### config.mk
export PLATFORM = sky130hd
export DESIGN_NAME = hazard_ctrl
export DESIGN_NICKNAME = d
export VERILOG_FILES = /design/src/rtl/hazard_ctrl.sv
export SDC_FILE = /design/constraint.sdc
export NUM_CORES = 1
export LEC_CHECK = 0
export ABC_AREA = 1
export BUFFER_PORTS_ARGS = -buffer_cell sky130_fd_sc_hd__buf_2
export CORE_ASPECT_RATIO = 0.5
export CORE_MARGIN = 2
export CORE_UTILIZATION = 35
export DETAILED_ROUTE_END_ITERATION = 12
export HOLD_SLACK_MARGIN = 0.03
export PLACE_DENSITY_LB_ADDON = 0.05
export REMOVE_ABC_BUFFERS = 1
export SLEW_MARGIN = 40
export SYNTH_ARGS = -nofsm -noshare
export SYNTH_HDL_FRONTEND = slang
export SYNTH_SLANG_ARGS = --single-unit
### constraint.sdc
create_clock -name clk -period 1.45 [get_ports clk]
set_input_delay 0.0725 -clock clk [delete_from_list [all_inputs] [get_ports clk]]
set_output_delay 0.0725 -clock clk [all_outputs]
set_load 0.005 [all_outputs]
### src/rtl/hazard_ctrl.sv
// hazard_ctrl -- pipeline interlock controller for the five-stage MIPS core.
//
// Each cycle it decides whether the instruction in D may advance into E, or
// whether F and D freeze while a bubble is loaded into E. Two hazard sources:
//   * register read-after-write, comparing Tuse in D against Tnew in E and M;
//   * the multi-cycle mult/div unit, whose busy window is a 4-bit countdown.
//
// Build option: define PIPE_CTRL_STATS_EN to build the saturating stall
// statistics counters. Without it both statistics ports read 0 and no
// counter flops exist. Stall behaviour does not depend on the option.
//
// Reset is synchronous and active-low on the port named 'reset'.

module hazard_ctrl #(
  parameter int unsigned MULT_CYCLES = 5,   // busy cycles after mult/multu starts in E (1..15)
  parameter int unsigned DIV_CYCLES  = 10   // busy cycles after div/divu starts in E (1..15)
) (
  input  logic        clk,
  input  logic        reset,

  // Operand usage of the instruction in D
  input  logic [4:0]  rs_D,
  input  logic [4:0]  rt_D,
  input  logic [1:0]  tuse_rs_D,
  input  logic [1:0]  tuse_rt_D,

  // Producer in E
  input  logic [4:0]  a3_E,
  input  logic        we_E,
  input  logic [1:0]  tnew_E,

  // Producer in M
  input  logic [4:0]  a3_M,
  input  logic        we_M,
  input  logic [1:0]  tnew_M,

  // Mult/div interaction
  input  logic [1:0]  md_op_E,
  input  logic        md_use_D,

  // Pipeline control
  output logic        en_F,
  output logic        en_D,
  output logic        flush_E,
  output logic        md_busy,

  // Statistics
  output logic [31:0] data_stall_cnt,
  output logic [31:0] md_stall_cnt
);

  // Operand is "not used" when its Tuse carries this value.
  localparam logic [1:0] TUSE_NONE = 2'd3;

  // Encoding of md_op_E; 2'b11 is reserved and behaves like MD_NONE.
  localparam logic [1:0] MD_NONE = 2'b00;
  localparam logic [1:0] MD_MULT = 2'b01;
  localparam logic [1:0] MD_DIV  = 2'b10;

  localparam logic [3:0] MULT_LOAD = 4'(MULT_CYCLES);
  localparam logic [3:0] DIV_LOAD  = 4'(DIV_CYCLES);

  // --------------------------------------------------------------------------
  // Register hazard detection
  // --------------------------------------------------------------------------
  logic haz_rs_E;
  logic haz_rt_E;
  logic haz_rs_M;
  logic haz_rt_M;
  logic data_stall;

  // A hazard exists when D reads a non-zero register that an older
  // instruction will write, and D needs it before that result exists.
  always_comb begin
    haz_rs_E = (tuse_rs_D != TUSE_NONE) && (rs_D != 5'd0) && we_E &&
               (rs_D == a3_E) && (tuse_rs_D < tnew_E);
    haz_rt_E = (tuse_rt_D != TUSE_NONE) && (rt_D != 5'd0) && we_E &&
               (rt_D == a3_E) && (tuse_rt_D < tnew_E);
    haz_rs_M = (tuse_rs_D != TUSE_NONE) && (rs_D != 5'd0) && we_M &&
               (rs_D == a3_M) && (tuse_rs_D < tnew_M);
    haz_rt_M = (tuse_rt_D != TUSE_NONE) && (rt_D != 5'd0) && we_M &&
               (rt_D == a3_M) && (tuse_rt_D < tnew_M);
    data_stall = haz_rs_E | haz_rt_E | haz_rs_M | haz_rt_M;
  end

  // --------------------------------------------------------------------------
  // Mult/div busy countdown
  // --------------------------------------------------------------------------
  logic [3:0] cnt_q;
  logic [3:0] cnt_d;
  logic       md_start;
  logic       md_active;
  logic       md_stall;

  // A start is only honoured with the unit idle; a start while busy cannot
  // happen legally (D is frozen) and is ignored rather than restarting.
  always_comb begin
    // NOTE: every always_comb output gets a default first, so no path
    // leaves it unassigned and no latch is inferred.
    cnt_d     = cnt_q;
    md_start  = (md_op_E == MD_MULT) || (md_op_E == MD_DIV);
    md_active = (cnt_q != 4'd0);
    if (md_start && !md_active) begin
      cnt_d = (md_op_E == MD_MULT) ? MULT_LOAD : DIV_LOAD;
    end else if (md_active) begin
      cnt_d = cnt_q - 4'd1;
    end
    // A mult/div-related instruction in D must wait while the unit is busy
    // or while a new operation is starting in E this very cycle.
    md_stall = md_use_D && (md_active || md_start);
  end

  // Countdown register; reset abandons any busy window.
  always_ff @(posedge clk) begin
    // NOTE: sequential state uses non-blocking assignments so every flop
    // samples pre-edge values regardless of statement order.
    if (!reset) begin
      cnt_q <= 4'd0;
    end else begin
      cnt_q <= cnt_d;
    end
  end

  // --------------------------------------------------------------------------
  // Pipeline control outputs (purely combinational, forced safe in reset)
  // --------------------------------------------------------------------------
  logic stall;

  // While reset is low F and D are held and E receives bubbles.
  always_comb begin
    stall   = data_stall | md_stall;
    en_F    = reset & ~stall;
    en_D    = reset & ~stall;
    flush_E = ~reset | stall;
    md_busy = reset & md_active;
  end

  // --------------------------------------------------------------------------
  // Stall statistics
  // --------------------------------------------------------------------------
`ifdef PIPE_CTRL_STATS_EN
  logic [31:0] data_stall_cnt_q;
  logic [31:0] data_stall_cnt_d;
  logic [31:0] md_stall_cnt_q;
  logic [31:0] md_stall_cnt_d;

  // Saturating counts; a cycle with both hazards is charged to data only.
  always_comb begin
    data_stall_cnt_d = data_stall_cnt_q;
    md_stall_cnt_d   = md_stall_cnt_q;
    if (data_stall) begin
      if (data_stall_cnt_q != 32'hFFFF_FFFF) begin
        data_stall_cnt_d = data_stall_cnt_q + 32'd1;
      end
    end else if (md_stall) begin
      if (md_stall_cnt_q != 32'hFFFF_FFFF) begin
        md_stall_cnt_d = md_stall_cnt_q + 32'd1;
      end
    end
  end

  // Counter registers, cleared by reset.
  always_ff @(posedge clk) begin
    if (!reset) begin
      data_stall_cnt_q <= 32'd0;
      md_stall_cnt_q   <= 32'd0;
    end else begin
      data_stall_cnt_q <= data_stall_cnt_d;
      md_stall_cnt_q   <= md_stall_cnt_d;
    end
  end

  assign data_stall_cnt = data_stall_cnt_q;
  assign md_stall_cnt   = md_stall_cnt_q;
`else
  assign data_stall_cnt = 32'd0;
  assign md_stall_cnt   = 32'd0;
`endif

endmodule

Word level (Yosys, flattened, before mapping)
Cells that the tools add are included.

Add/sub/neg operators: 1. Multipliers: 0. Div/mod/pow operators: 0. $lt $le $gt $ge: 4. Equal/unequal tests: 8. Shift operators: 0. Muxes and demuxes: 3. Bitwise logic cells: 9. Reductions and logical operators: 23.

Operator list (number): == test 5 bit (4); logical AND 1 bit (16); two-way mux 4 bit (3); nonzero test 5 bit (2); < comparator 2 bit (4); OR 1 bit (5); != test 2 bit, second input constant (2); nonzero test 4 bit (1); subtractor 4 x 1 -> 4 bit, second input constant (1); bitwise AND 1 bit (2); == test 2 x 1 -> 1 bit, second input constant (1); == test 2 bit, second input constant (1); logical OR 1 bit (2); NOT 1 bit (2); nonzero test 2 bit (1); zero test 1 bit (1).

Register bits: 4. Bits in latches: 0. Memory bits (writable): 0. Bits in read-only memories: 0. Bits of input ports: 35. Output and inout port bits: 68. Word-level logic and storage cells: 49. Memories: 0.

Depth between registers and ports, before layout
Gate-level depths: netlist of the first run.

Word-level depth: 11. Gate-level depth with buffers: 11. Gate-level depth less buffers: 11.

Worst setup path after synthesis of the first run
No wires, ideal clock.

Path kind: reg2out. From: register cnt_q[0]. To: output port en_F. Arrival: 1.304 ns. Data required time: 1.378 ns. Slack: 0.074 ns. Cell stages (with the launch flop): 10. Path buffers: 1. Cells stage by stage: dfxtp_1 -> inv_1 -> ha_1 -> nand3_4 -> nor2_4 -> inv_2 -> a21oi_2 -> nand3_1 -> nor2_1 -> buf_4.

Longest elaborated chain between the ends: 6.

RTL lines: from (decl) (RTL line 89) `logic [3:0] cnt_q;`; from (signal assigned) (RTL line 120) `cnt_q <= cnt_d;`; nonzero test 4 bit (RTL line 102) `md_active = (cnt_q != 4'd0);`; logical OR 1 bit (RTL line 110) `md_stall = md_use_D && (md_active || md_start);`; logical AND 1 bit (RTL line 110); OR 1 bit (RTL line 131) `stall = data_stall | md_stall;`; NOT 1 bit; bitwise AND 1 bit; to (decl) (RTL line 42) `output logic en_F,`.

No other way between the ends.

Final worst setup path of the first run
From: register cnt_q[0]. To: output port en_F.

Longest elaborated chain between the ends: 6.

RTL lines: nonzero test 4 bit (RTL line 102); logical OR 1 bit (RTL line 110); logical AND 1 bit (RTL line 110); OR 1 bit (RTL line 131); NOT 1 bit (RTL line 132) `en_F = reset & ~stall;`; bitwise AND 1 bit (RTL line 132).

No other way between the ends.

==> metrics.md, run 1 <==
| Metric | Value |
|---|---|
| Final Max Tran Viols | `0` |
| Grt total ovfl | `0` |
| Cell Area, Synth | `1540 sq um` |
| Final GP Congestion | `0.906` |
| Clock skew | `0.00351 ns` |
| WL per Instance | `9.18 um` |
| Hold violation total from the final report | `0` |
| CTS tree | `built` |
| Sequential fraction of the synthesis area | `5.19%` |
| Reg with most FFs | `cnt_q` |
| Area delta synth->final | `9.73%` |
| Final Instance Count excl. Fillers | `386` |
| Worst-Skew Late Latency | `0.22 ns` |
| CP Data Required Time | `1.38 ns` |
| Largest register FFs | `4` |
| Setup TNS Final | `-0.0697 ns` |
| DR vias/cell | `4.04` |
| Initial antenna violation count | `0` |
| Leak Pwr | `1.10 nW` |
| Register area | `82.6 sq um` |
| Layout cells sized above 1 | `19.9%` |
| Number of synthesized register bits | `4` |
| Final period util | `102%` |
| Clk network pwr share | `18.0%` |
| Seq pwr share | `14.8%` |
| Comb power frac | `67.2%` |
| Vias in the first global route | `1240` |
| Placed Cells | `373` |
| Final setup fails | `3` |
| WS Path Type | `reg2out` |
| Post-DP HPWL | `3070 um` |
| Outcome | `complete, but fails checks` |
| Die width | `97.9 um` |
| IO Pins | `103` |
| Biggest registers after layout | `cnt_q x4` |
| Worst-path clk slew | `0.03 ns` |
| CTS root buf | `clkbuf_8` |
| TritonCTS buffer count | `3` |
| # port buffers | `38` |
| Ys Warns | `0` |
| Max Cap Viol | `0` |
| Psw | `0.564 mW` |
| Slack of the critical path | `-0.0282 ns` |
| Pint | `0.741 mW` |
| Power Density | `771 nW/um^2` |
| Crit end category | `primary output` |
| Initial Util | `38.0%` |
| H-tree levels | `1` |
| Wire length of the first global-routing pass | `5250 um` |
| Vias | `1559` |
| Yosys top cell by area | `buf_4` |
| CP startpoint kind | `register` |
| DRT Pass-1 Iters | `4` |
| FMAX | `0.676 GHz` |
| Layout Nets | `376` |
| Post-route ant nets | `0` |
| Syn_area_per_cell | `5.47 sq um` |
| Cells after Synth | `282` |
| Die area | `4990 sq um` |
| Sw Share | `43.2%` |
| Ranking of synthesized cells by area | `buf_4, nand2_1, inv_1` |
| Failing checks | `negative setup slack` |
| Final wirelength | `3540 um` |
| Core area | `4060 sq um` |
| HP Class | `in2reg` |
| Initial drt markers | `85` |
| Tmin final | `1.48 ns` |
| Antenna diodes | `0` |
| DRC Markers | `0` |
| CP max FO | `2` |
| # fillers | `432` |
| Peak VDD IR | `637 uV` |
| TritonCTS Sinks | `4` |
| Final hold slack | `0.122 ns` |
| Area of the multi-input gates | `1040 sq um` |
| Total Routing Usage GR | `13.0%` |
| Clock Tree Buf Depth | `2` |
| RSZ-0062 raised after global routing | `yes` |
| Yosys cell types | `23` |
| Synth top area share | `31.6%` |
| Critical Path AT | `1.41 ns` |
| # rows | `16` |
| Pin count of the biggest net entering global routing | `6` |
| Die Height | `50.9 um` |
[cell families after synthesis]
kind of cell	share of synthesized area, %
XOR/XNOR	2.27
AO/OA/AOI/OAI	7.06
adder cells (fa/ha/maj)	5.68
other	0.243
AND/OR/NAND/NOR	35.5
buffers and inverters	44.0
flip-flops	5.19
[power groups by stage]
stage | Combinational (mW) | Sequential (mW) | Clock [mW]
final | 0.877 | 0.193 | 0.235
after global placement | 0.678 | 0.190 | 0
after floorplan | 0.478 | 0.183 | 0
after global routing | 0.990 | 0.197 | 0.244
after CTS | 0.799 | 0.194 | 0.236
after detailed placement | 0.673 | 0.190 | 0
[final timing paths]
| kind | from | end | slack (ns) | depth (start not counted) |
|---|---|---|---|---|
| worst max-delay path | cnt_q[0]$_SDFFE_PN0P_ | en_F | -0.03 | 9 |
| worst min-delay path | reset | cnt_q[3]$_SDFFE_PN0P_ | 0.12 | 3 |
| worst max register to register | cnt_q[0]$_SDFFE_PN0P_ | cnt_q[1]$_SDFFE_PN0P_ | 0.13 | 8 |
| worst min register to register | cnt_q[3]$_SDFFE_PN0P_ | cnt_q[3]$_SDFFE_PN0P_ | 0.49 | 2 |
[Yosys cell counts]
library cell,number
a21boi_0,3
conb_1,1
o21ai_0,4
buf_4,65
a21oi_1,4
nand3_1,17
inv_1,46
inv_2,5
a21oi_2,1
o211ai_1,1
ha_1,7
o31ai_1,1
a31oi_1,2
xnor2_1,4
nor2_4,1
o21ai_1,2
dfxtp_1,4
and2_1,1
nor2_1,31
nand4_1,2
nor3_1,2
nand3_4,1
nand2_1,77
[cell usage in the layout, fill, tap and decap left out]
| cell | count |
|---|---|
| dfxtp_2 | 2 |
| a21oi_2 | 1 |
| nand3_1 | 16 |
| o21ai_1 | 2 |
| conb_1 | 64 |
| ha_1 | 6 |
| buf_4 | 11 |
| ha_4 | 1 |
| inv_2 | 7 |
| o211ai_1 | 1 |
| a21oi_1 | 4 |
| nor3_1 | 2 |
| nor2_4 | 1 |
| nor2_1 | 31 |
| nand4_1 | 2 |
| o31ai_1 | 1 |
| dfxtp_1 | 2 |
| nand3_2 | 1 |
| nand2_1 | 77 |
| o21ai_0 | 4 |
| xnor2_1 | 4 |
| and2_1 | 1 |
| clkbuf_8 | 3 |
| a31oi_1 | 2 |
| nand3_4 | 1 |
| buf_2 | 38 |
| a21boi_0 | 3 |
| inv_1 | 44 |
[layer usage]
metal / wire [um] / share of wire (%) / track usage [%] / vias up
met5: 0 / 0 / 0 / -
met4: 40 / 1.1 / 2.08 / 0
met2: 1570 / 44 / 23.1 / 85
li1: - / - / - / 823
met1: 1620 / 46 / 17.1 / 645
met3: 304 / 8.6 / 1.92 / 6
[critical path, stage by stage, from the launching register on]
cell and delay, ns:
dfxtp_2 0.31, inv_2 0.07, ha_4 0.14, nand3_4 0.07, nor2_4 0.10, inv_2 0.05, a21oi_2 0.13, nand3_1 0.09
nor2_1 0.11, buf_2 0.13
[stage by stage]
step           utilization [%]  power, mW  cell area (sq um)  setup slack (ns)
6_report                  41.7       1.31               1690           -0.0282
4_1_cts                   40.9       1.23               1660           -0.0881
2_1_floorplan                -      0.661               1290             0.179
3_3_place_gp              38.3      0.867               1560            0.0876
5_1_grt                   41.7       1.43               1690            -0.104
3_5_place_dp              38.3      0.863               1560            0.0391
[area by class of cell]
cell class,instances,area share (%)
Sequential cell,4,4.88
Inverter,51,11.3
Tap cell,54,3.99
Timing Repair Buffer,49,16.1
Clock buffer,3,2.44
Multi-Input combinational cell,225,61.3
[timing repair]
item                                    4_1_cts  5_1_grt
hold buffers                                  0        0
endpoints found under the hold margin         0        0
endpoints found under the setup margin        3        3
gates resized for setup                       7        0
setup buffers                                 6        4
pin swaps                                     6        5
Power figures use the tool's default switching activity.
==> run 2, diff against run 1 <==
--- a/config.mk
+++ b/config.mk
@@ -9,7 +9,7 @@
 export BUFFER_PORTS_ARGS = -buffer_cell sky130_fd_sc_hd__buf_2
 export CORE_ASPECT_RATIO = 0.5
 export CORE_MARGIN = 2
-export CORE_UTILIZATION = 35
+export CORE_UTILIZATION = 25
 export DETAILED_ROUTE_END_ITERATION = 12
 export HOLD_SLACK_MARGIN = 0.03
 export PLACE_DENSITY_LB_ADDON = 0.05
==> metrics.md, run 2 (synthesis gave the netlist of run 1 again) <==
| Metric | Value |
|---|---|
| Crit end category | `primary output (unchanged)` |
| Final Max Tran Viols | `0 (unchanged)` |
| Final period util | `100% (was 102%)` |
| # port buffers | `38 (unchanged)` |
| Register area | `82.6 sq um (unchanged)` |
| Power Density | `865 nW/um^2 (was 771 nW/um^2)` |
| Final wirelength | `3940 um (was 3540 um)` |
| Area of the multi-input gates | `1050 sq um (was 1040 sq um)` |
| Initial drt markers | `51 (was 85)` |
| CP Data Required Time | `1.38 ns (about the same)` |
| Core area | `6010 sq um (was 4060 sq um)` |
| Clock Tree Buf Depth | `2 (unchanged)` |
| H-tree levels | `1 (unchanged)` |
| Crit path max-delay cell type | `dfxtp_2 (unchanged)` |
| Worst-Skew Late Latency | `0.22 ns (about the same)` |
| Psw | `0.601 mW (was 0.564 mW)` |
| # rows | `20 (was 16)` |
| Commonest non-fill, non-tap cell in the layout | `nand2_1 (unchanged)` |
| Reg with most FFs | `cnt_q (unchanged)` |
| Critical Path End | `en_F (unchanged)` |
| CP startpoint kind | `register (unchanged)` |
| Initial antenna violation count | `0 (unchanged)` |
| Layout Nets | `375 (was 376)` |
| Final setup fails | `2 (was 3)` |
| Critical-path cell list | `inv_2 > ha_4 > nand3_4 > nor2_4 > inv_2 > a21oi_4 > nand3_2 > nor2_2 > buf_2 (was inv_2 > ha_4 > nand3_4 > nor2_4 > inv_2 > a21oi_2 > nand3_1 > nor2_1 > buf_2)` |
| DRC Markers | `0 (unchanged)` |
| Layout cells sized above 1 | `20.2% (was 19.9%)` |
| Critical Path AT | `1.38 ns (was 1.41 ns)` |
| Leak Pwr | `1.11 nW (was 1.10 nW)` |
| Power Total | `1.52 mW (was 1.31 mW)` |
| CP startpoint | `cnt_q[1]$_SDFFE_PN0P_ (was cnt_q[0]$_SDFFE_PN0P_)` |
| Comb power frac | `59.1% (was 67.2%)` |
| Crit path max-delay family | `simple AND/OR/NAND/NOR gates (unchanged)` |
| Die width | `115 um (was 97.9 um)` |
| RSZ-0062 raised after global routing | `yes (unchanged)` |
| CP max FO | `2 (unchanged)` |
| # fillers | `720 (was 432)` |
| Failing checks | `negative setup slack (unchanged)` |
| FMAX | `0.688 GHz (was 0.676 GHz)` |
| R2R depth | `8 (unchanged)` |
| Total Routing Usage GR | `11.4% (was 13.0%)` |
| DR vias/cell | `3.88 (was 4.04)` |
| IO Pins | `103 (unchanged)` |
| Outcome | `complete, but fails checks (unchanged)` |
| Biggest registers after layout | `cnt_q x4 (unchanged)` |
| Reg2reg start | `cnt_q[1]$_SDFFE_PN0P_ (was cnt_q[0]$_SDFFE_PN0P_)` |
| Sw Share | `39.4% (was 43.2%)` |
| Slowest stage delay, CP | `0.31 ns (about the same)` |
| R2R setup slack | `0.14 ns (was 0.13 ns)` |
| Wire length of the first global-routing pass | `6150 um (was 5250 um)` |
| Die Height | `59.5 um (was 50.9 um)` |
| Design area | `1760 sq um (was 1690 sq um)` |
| Area after DPL | `1590 sq um (was 1560 sq um)` |
| HP Class | `in2reg (unchanged)` |
| Clock skew | `0.000751 ns (was 0.00351 ns)` |
| CTS tree | `built (unchanged)` |
| Core Util, Final | `29.3% (was 41.7%)` |
| Pin count of the biggest net entering global routing | `6 (unchanged)` |
| Antenna diodes | `0 (unchanged)` |
| TritonCTS buffer count | `3 (unchanged)` |
| Worst Path Buf+Inv | `3 (unchanged)` |
| Peak VDD IR | `757 uV (was 637 uV)` |
| Slack of the critical path | `-0.00444 ns (was -0.0282 ns)` |
| Clk network pwr share | `28.0% (was 18.0%)` |
| Tmin final | `1.45 ns (was 1.48 ns)` |
| CP dominant cell by count | `inv_2 (unchanged)` |
| Pint | `0.923 mW (was 0.741 mW)` |
| TritonCTS Sinks | `4 (unchanged)` |
| Post-route ant nets | `0 (unchanged)` |
| Largest register FFs | `4 (unchanged)` |
| Area delta synth->final | `14.1% (was 9.73%)` |
| DRT Pass-1 Iters | `4 (unchanged)` |
| Post-DP HPWL | `3430 um (was 3070 um)` |
| WS Path Type | `reg2out (unchanged)` |
| Worst-path clk slew | `0.03 ns (about the same)` |
| Vias in the first global route | `1399 (was 1240)` |
| Initial Util | `25.7% (was 38.0%)` |
| Vias | `1583 (was 1559)` |
| Final GP Congestion | `0.761 (was 0.906)` |
| Grt total ovfl | `0 (unchanged)` |
| WL per Instance | `9.66 um (was 9.18 um)` |
| Most frequent cells in the layout | `nand2_1, conb_1, inv_1 (unchanged)` |
| Max Cap Viol | `0 (unchanged)` |
| Seq pwr share | `12.9% (was 14.8%)` |
| Worst r2r dst | `cnt_q[1]$_SDFFE_PN0P_ (unchanged)` |
| Die area | `6850 sq um (was 4990 sq um)` |
| Critical path depth | `9 (unchanged)` |
| Hold violation total from the final report | `0 (unchanged)` |
| CTS root buf | `clkbuf_16 (was clkbuf_8)` |
-- run 2: cell types whose count changed in the layout (fill, tap and decap cells not counted) --
cell,previous run,this run
a21oi_2,1,0
a21oi_4,0,1
clkbuf_8,3,0
buf_4,11,10
nor2_1,31,29
nor2_2,0,2
clkbuf_16,0,3
-- run 2: repair_timing --
item                                    CTS  global route
pin swaps                                 6             3
hold buffers                              0             0
setup buffers                             7             2
endpoints found under the hold margin     0             0
endpoints found under the setup margin    3             4
gates resized for setup                   6             4
-- run 2: power by group through the flow --
stage | Combinational [mW] | Sequential, mW | Clock, mW
6_report | 0.900 | 0.196 | 0.427
5_1_grt | 1.03 | 0.199 | 0.445
4_1_cts | 0.839 | 0.196 | 0.435
3_5_place_dp | 0.684 | 0.192 | 0
3_3_place_gp | 0.696 | 0.193 | 0
2_1_floorplan | 0.478 | 0.183 | 0
-- run 2: how the worst min path moves through the flow --
stage | start | to | depth (start not counted)
5_1_grt | reset | cnt_q[3]$_SDFFE_PN0P_ | 3
3_5_place_dp | reset | cnt_q[3]$_SDFFE_PN0P_ | 3
3_3_place_gp | reset | cnt_q[3]$_SDFFE_PN0P_ | 3
4_1_cts | reset | cnt_q[3]$_SDFFE_PN0P_ | 3
2_1_floorplan | reset | cnt_q[3]$_SDFFE_PN0P_ | 2
6_report | reset | cnt_q[3]$_SDFFE_PN0P_ | 3
-- run 2: worst min-delay path, cell delays in order --
cell and delay [ns]:
buf_2 0.11, nand3_1 0.07, a31oi_1 0.04
-- run 2: routing by layer --
metal	share of wire [%]	global-route usage (%)	up-vias
met5	0	0	-
met4	1.1	2.58	0
met3	4.9	0.818	4
met2	47	21.5	68
met1	47	14.4	694
li1	-	-	817
-- run 2: per-stage QoR --
stage / TNS, ns / std cells / setup slack [ns] / hold slack, ns
6_report: -0.00628 / 408 / -0.00444 / 0.125
5_1_grt: -0.293 / 408 / -0.121 / 0.157
4_1_cts: -0.196 / 406 / -0.0986 / 0.120
3_5_place_dp: 0 / 396 / 0.0411 / 0.354
3_3_place_gp: 0 / 396 / 0.0819 / 0.361
2_1_floorplan: 0 / 280 / 0.179 / 0.214
-- run 2: area by class of cell --
cell class                 count  share of cell area (%)
multi-input combinational    225                    59.6
timing repair buffer          48                    15.1
inverter                      51                    10.9
tap                           77                    5.47
sequential                     4                    4.69
clock buffer                   3                    4.26
==> run 3, diff against run 2 <==
--- a/config.mk
+++ b/config.mk
@@ -14,6 +14,7 @@
 export HOLD_SLACK_MARGIN = 0.03
 export PLACE_DENSITY_LB_ADDON = 0.05
 export REMOVE_ABC_BUFFERS = 1
+export SKIP_CTS_REPAIR_TIMING = 1
 export SLEW_MARGIN = 40
 export SYNTH_ARGS = -nofsm -noshare
 export SYNTH_HDL_FRONTEND = slang
==> constraint.sdc (replaced) <==
create_clock -name clk -period 1.45 [get_ports clk]
set_input_delay 0.29 -clock clk [delete_from_list [all_inputs] [get_ports clk]]
set_output_delay 0.29 -clock clk [all_outputs]
set_load 0.005 [all_outputs]
==> metrics.md, run 3 (synthesis gave the netlist of run 1 again) <==
| Metric | Value |
|---|---|
| Outcome | `complete, but fails checks (unchanged)` |
| Failing checks | `negative setup slack (unchanged)` |
| HP Class | `in2reg (unchanged)` |
| Die area | `6850 sq um (unchanged)` |
| Psw | `0.625 mW (was 0.601 mW)` |
| Power Total | `1.59 mW (was 1.52 mW)` |
| Largest register FFs | `4 (unchanged)` |
| Setup TNS Final | `-1.02 ns (was -0.00628 ns)` |
| Final GP Congestion | `0.815 (was 0.761)` |
| Core Util, Final | `29.9% (was 29.3%)` |
| CP Data Required Time | `1.16 ns (was 1.38 ns)` |
| Reg2reg start | `cnt_q[1]$_SDFFE_PN0P_ (unchanged)` |
| Peak VDD IR | `843 uV (was 757 uV)` |
| WS Path Type | `reg2out (unchanged)` |
| Vias in the first global route | `1380 (was 1399)` |
| Post-route ant nets | `0 (unchanged)` |
| Clock skew | `0.00168 ns (was 0.000751 ns)` |
| Commonest non-fill, non-tap cell in the layout | `nand2_1 (unchanged)` |
| Layout cells sized above 1 | `21.9% (was 20.2%)` |
| Leak Pwr | `1.13 nW (was 1.11 nW)` |
| Initial antenna violation count | `0 (unchanged)` |
| GRT met2 Usage | `21.2% (was 21.5%)` |
| Initial Util | `25.7% (unchanged)` |
| Wire length of the first global-routing pass | `5940 um (was 6150 um)` |
| H-tree levels | `1 (unchanged)` |
| Max Cap Viol | `0 (unchanged)` |
| Final setup fails | `4 (was 2)` |
| Hold depth | `3 (unchanged)` |
| Final period util | `124% (was 100%)` |
| Clk network pwr share | `27.2% (was 28.0%)` |
| Die width | `115 um (unchanged)` |
| Biggest registers after layout | `cnt_q x4 (unchanged)` |
| Design area | `1790 sq um (was 1760 sq um)` |
| Dpl ws | `-0.304 ns (was 0.0411 ns)` |
| Hold_sp | `reset (unchanged)` |
| Power Density | `884 nW/um^2 (was 865 nW/um^2)` |
| CTS root buf | `clkbuf_16 (unchanged)` |
| Die Height | `59.5 um (unchanged)` |
| Pin count of the biggest net entering global routing | `6 (unchanged)` |
| DRC Markers | `0 (unchanged)` |
| R2R depth | `10 (was 8)` |
| Worst-Skew Late Latency | `0.23 ns (was 0.22 ns)` |
| Placed Cells | `406 (was 396)` |
| Pint | `0.961 mW (was 0.923 mW)` |
| CTS tree | `built (unchanged)` |
| Crit end category | `primary output (unchanged)` |
| # rows | `20 (unchanged)` |
| Vias | `1591 (was 1583)` |
| Sw Share | `39.4% (about the same)` |
| Seq pwr share | `12.3% (was 12.9%)` |
| Slack of the critical path | `-0.341 ns (was -0.00444 ns)` |
| FMAX | `0.558 GHz (was 0.688 GHz)` |
| Layout Nets | `378 (was 375)` |
| Total Routing Usage GR | `11.1% (was 11.4%)` |
| # port buffers | `38 (unchanged)` |
| Area after DPL | `1660 sq um (was 1590 sq um)` |
| DR vias/cell | `3.87 (was 3.88)` |
| Final Instance Count excl. Fillers | `411 (was 408)` |
| Clock Tree Buf Depth | `2 (unchanged)` |
| Comb power frac | `60.5% (was 59.1%)` |
| CP max FO | `3 (was 2)` |
| Grt total ovfl | `0 (unchanged)` |
| Core area | `6010 sq um (unchanged)` |
| IO Pins | `103 (unchanged)` |
| GRT busiest layer | `met2 (unchanged)` |
| Initial drt markers | `47 (was 51)` |
| Met1 usage | `13.9% (was 14.4%)` |
| Critical Path AT | `1.50 ns (was 1.38 ns)` |
| Antenna diodes | `0 (unchanged)` |
| DRT Pass-1 Iters | `4 (unchanged)` |
| Post-DP HPWL | `3500 um (was 3430 um)` |
| R2R setup slack | `0.09 ns (was 0.14 ns)` |
| Final hold slack | `0.335 ns (was 0.125 ns)` |
| TritonCTS Sinks | `4 (unchanged)` |
| WL per Instance | `9.55 um (was 9.66 um)` |
| TritonCTS buffer count | `3 (unchanged)` |
| Worst-path clk slew | `0.03 ns (about the same)` |
| Final wirelength | `3930 um (was 3940 um)` |
| CP startpoint kind | `register (unchanged)` |
| Tmin final | `1.79 ns (was 1.45 ns)` |
| Met3 GRT Util | `1.43% (was 0.818%)` |
| Reg with most FFs | `cnt_q (unchanged)` |
| Final Max Tran Viols | `0 (unchanged)` |
| RSZ-0062 raised after global routing | `yes (unchanged)` |
| Hold violation total from the final report | `0 (unchanged)` |
| Hold-critical path endpoint | `cnt_q[3]$_SDFFE_PN0P_ (unchanged)` |
| Worst r2r dst | `cnt_q[1]$_SDFFE_PN0P_ (unchanged)` |
| Area delta synth->final | `16.3% (was 14.1%)` |
| Most frequent cells in the layout | `nand2_1, conb_1, inv_1 (unchanged)` |
==> run 3: worst max-delay path by stage <==
stage                               start    to  slack (ns)
floorplan           cnt_q[0]$_SDFFE_PN0P_  en_D       -0.04
global placement             tuse_rt_D[1]  en_F       -0.31
detailed placement           tuse_rt_D[1]  en_F       -0.30
CTS                 cnt_q[1]$_SDFFE_PN0P_  en_F       -0.41
global route        cnt_q[1]$_SDFFE_PN0P_  en_D       -0.45
finish              cnt_q[1]$_SDFFE_PN0P_  en_F       -0.34
==> run 3: critical path, stage by stage (launching register included) <==
cell and delay [ns]:
dfxtp_2 0.32, inv_2 0.07, ha_4 0.14, nand3_4 0.07
nor2_4 0.14, inv_2 0.07, a21oi_4 0.17, nand3_2 0.08
nor2_2 0.12, buf_2 0.12
==> run 3: layout make-up <==
| type | instances | area [sq um] |
|---|---|---|
| Clock buffer | 3 | 75.1 |
| Fill cell | 692 | 4210 |
| Inverter | 51 | 194 |
| Multi-Input combinational cell | 225 | 1050 |
| Sequential cell | 4 | 82.6 |
| Tap cell | 77 | 96.3 |
| Timing Repair Buffer | 51 | 292 |
==> run 3: power groups by stage <==
stage | registers [mW] | clock network, mW | logic (mW)
after detailed placement | 0.189 | 0 | 0.804
after global routing | 0.198 | 0.447 | 1.09
after CTS | 0.187 | 0.435 | 0.812
final | 0.196 | 0.431 | 0.959
after floorplan | 0.183 | 0 | 0.478
after global placement | 0.191 | 0 | 0.813
==> run 3: layer usage <==
layer	vias up	share of wire, %
met4	0	0.59
li1	826	-
met3	3	6.1
met5	-	0
met1	690	46
met2	72	48
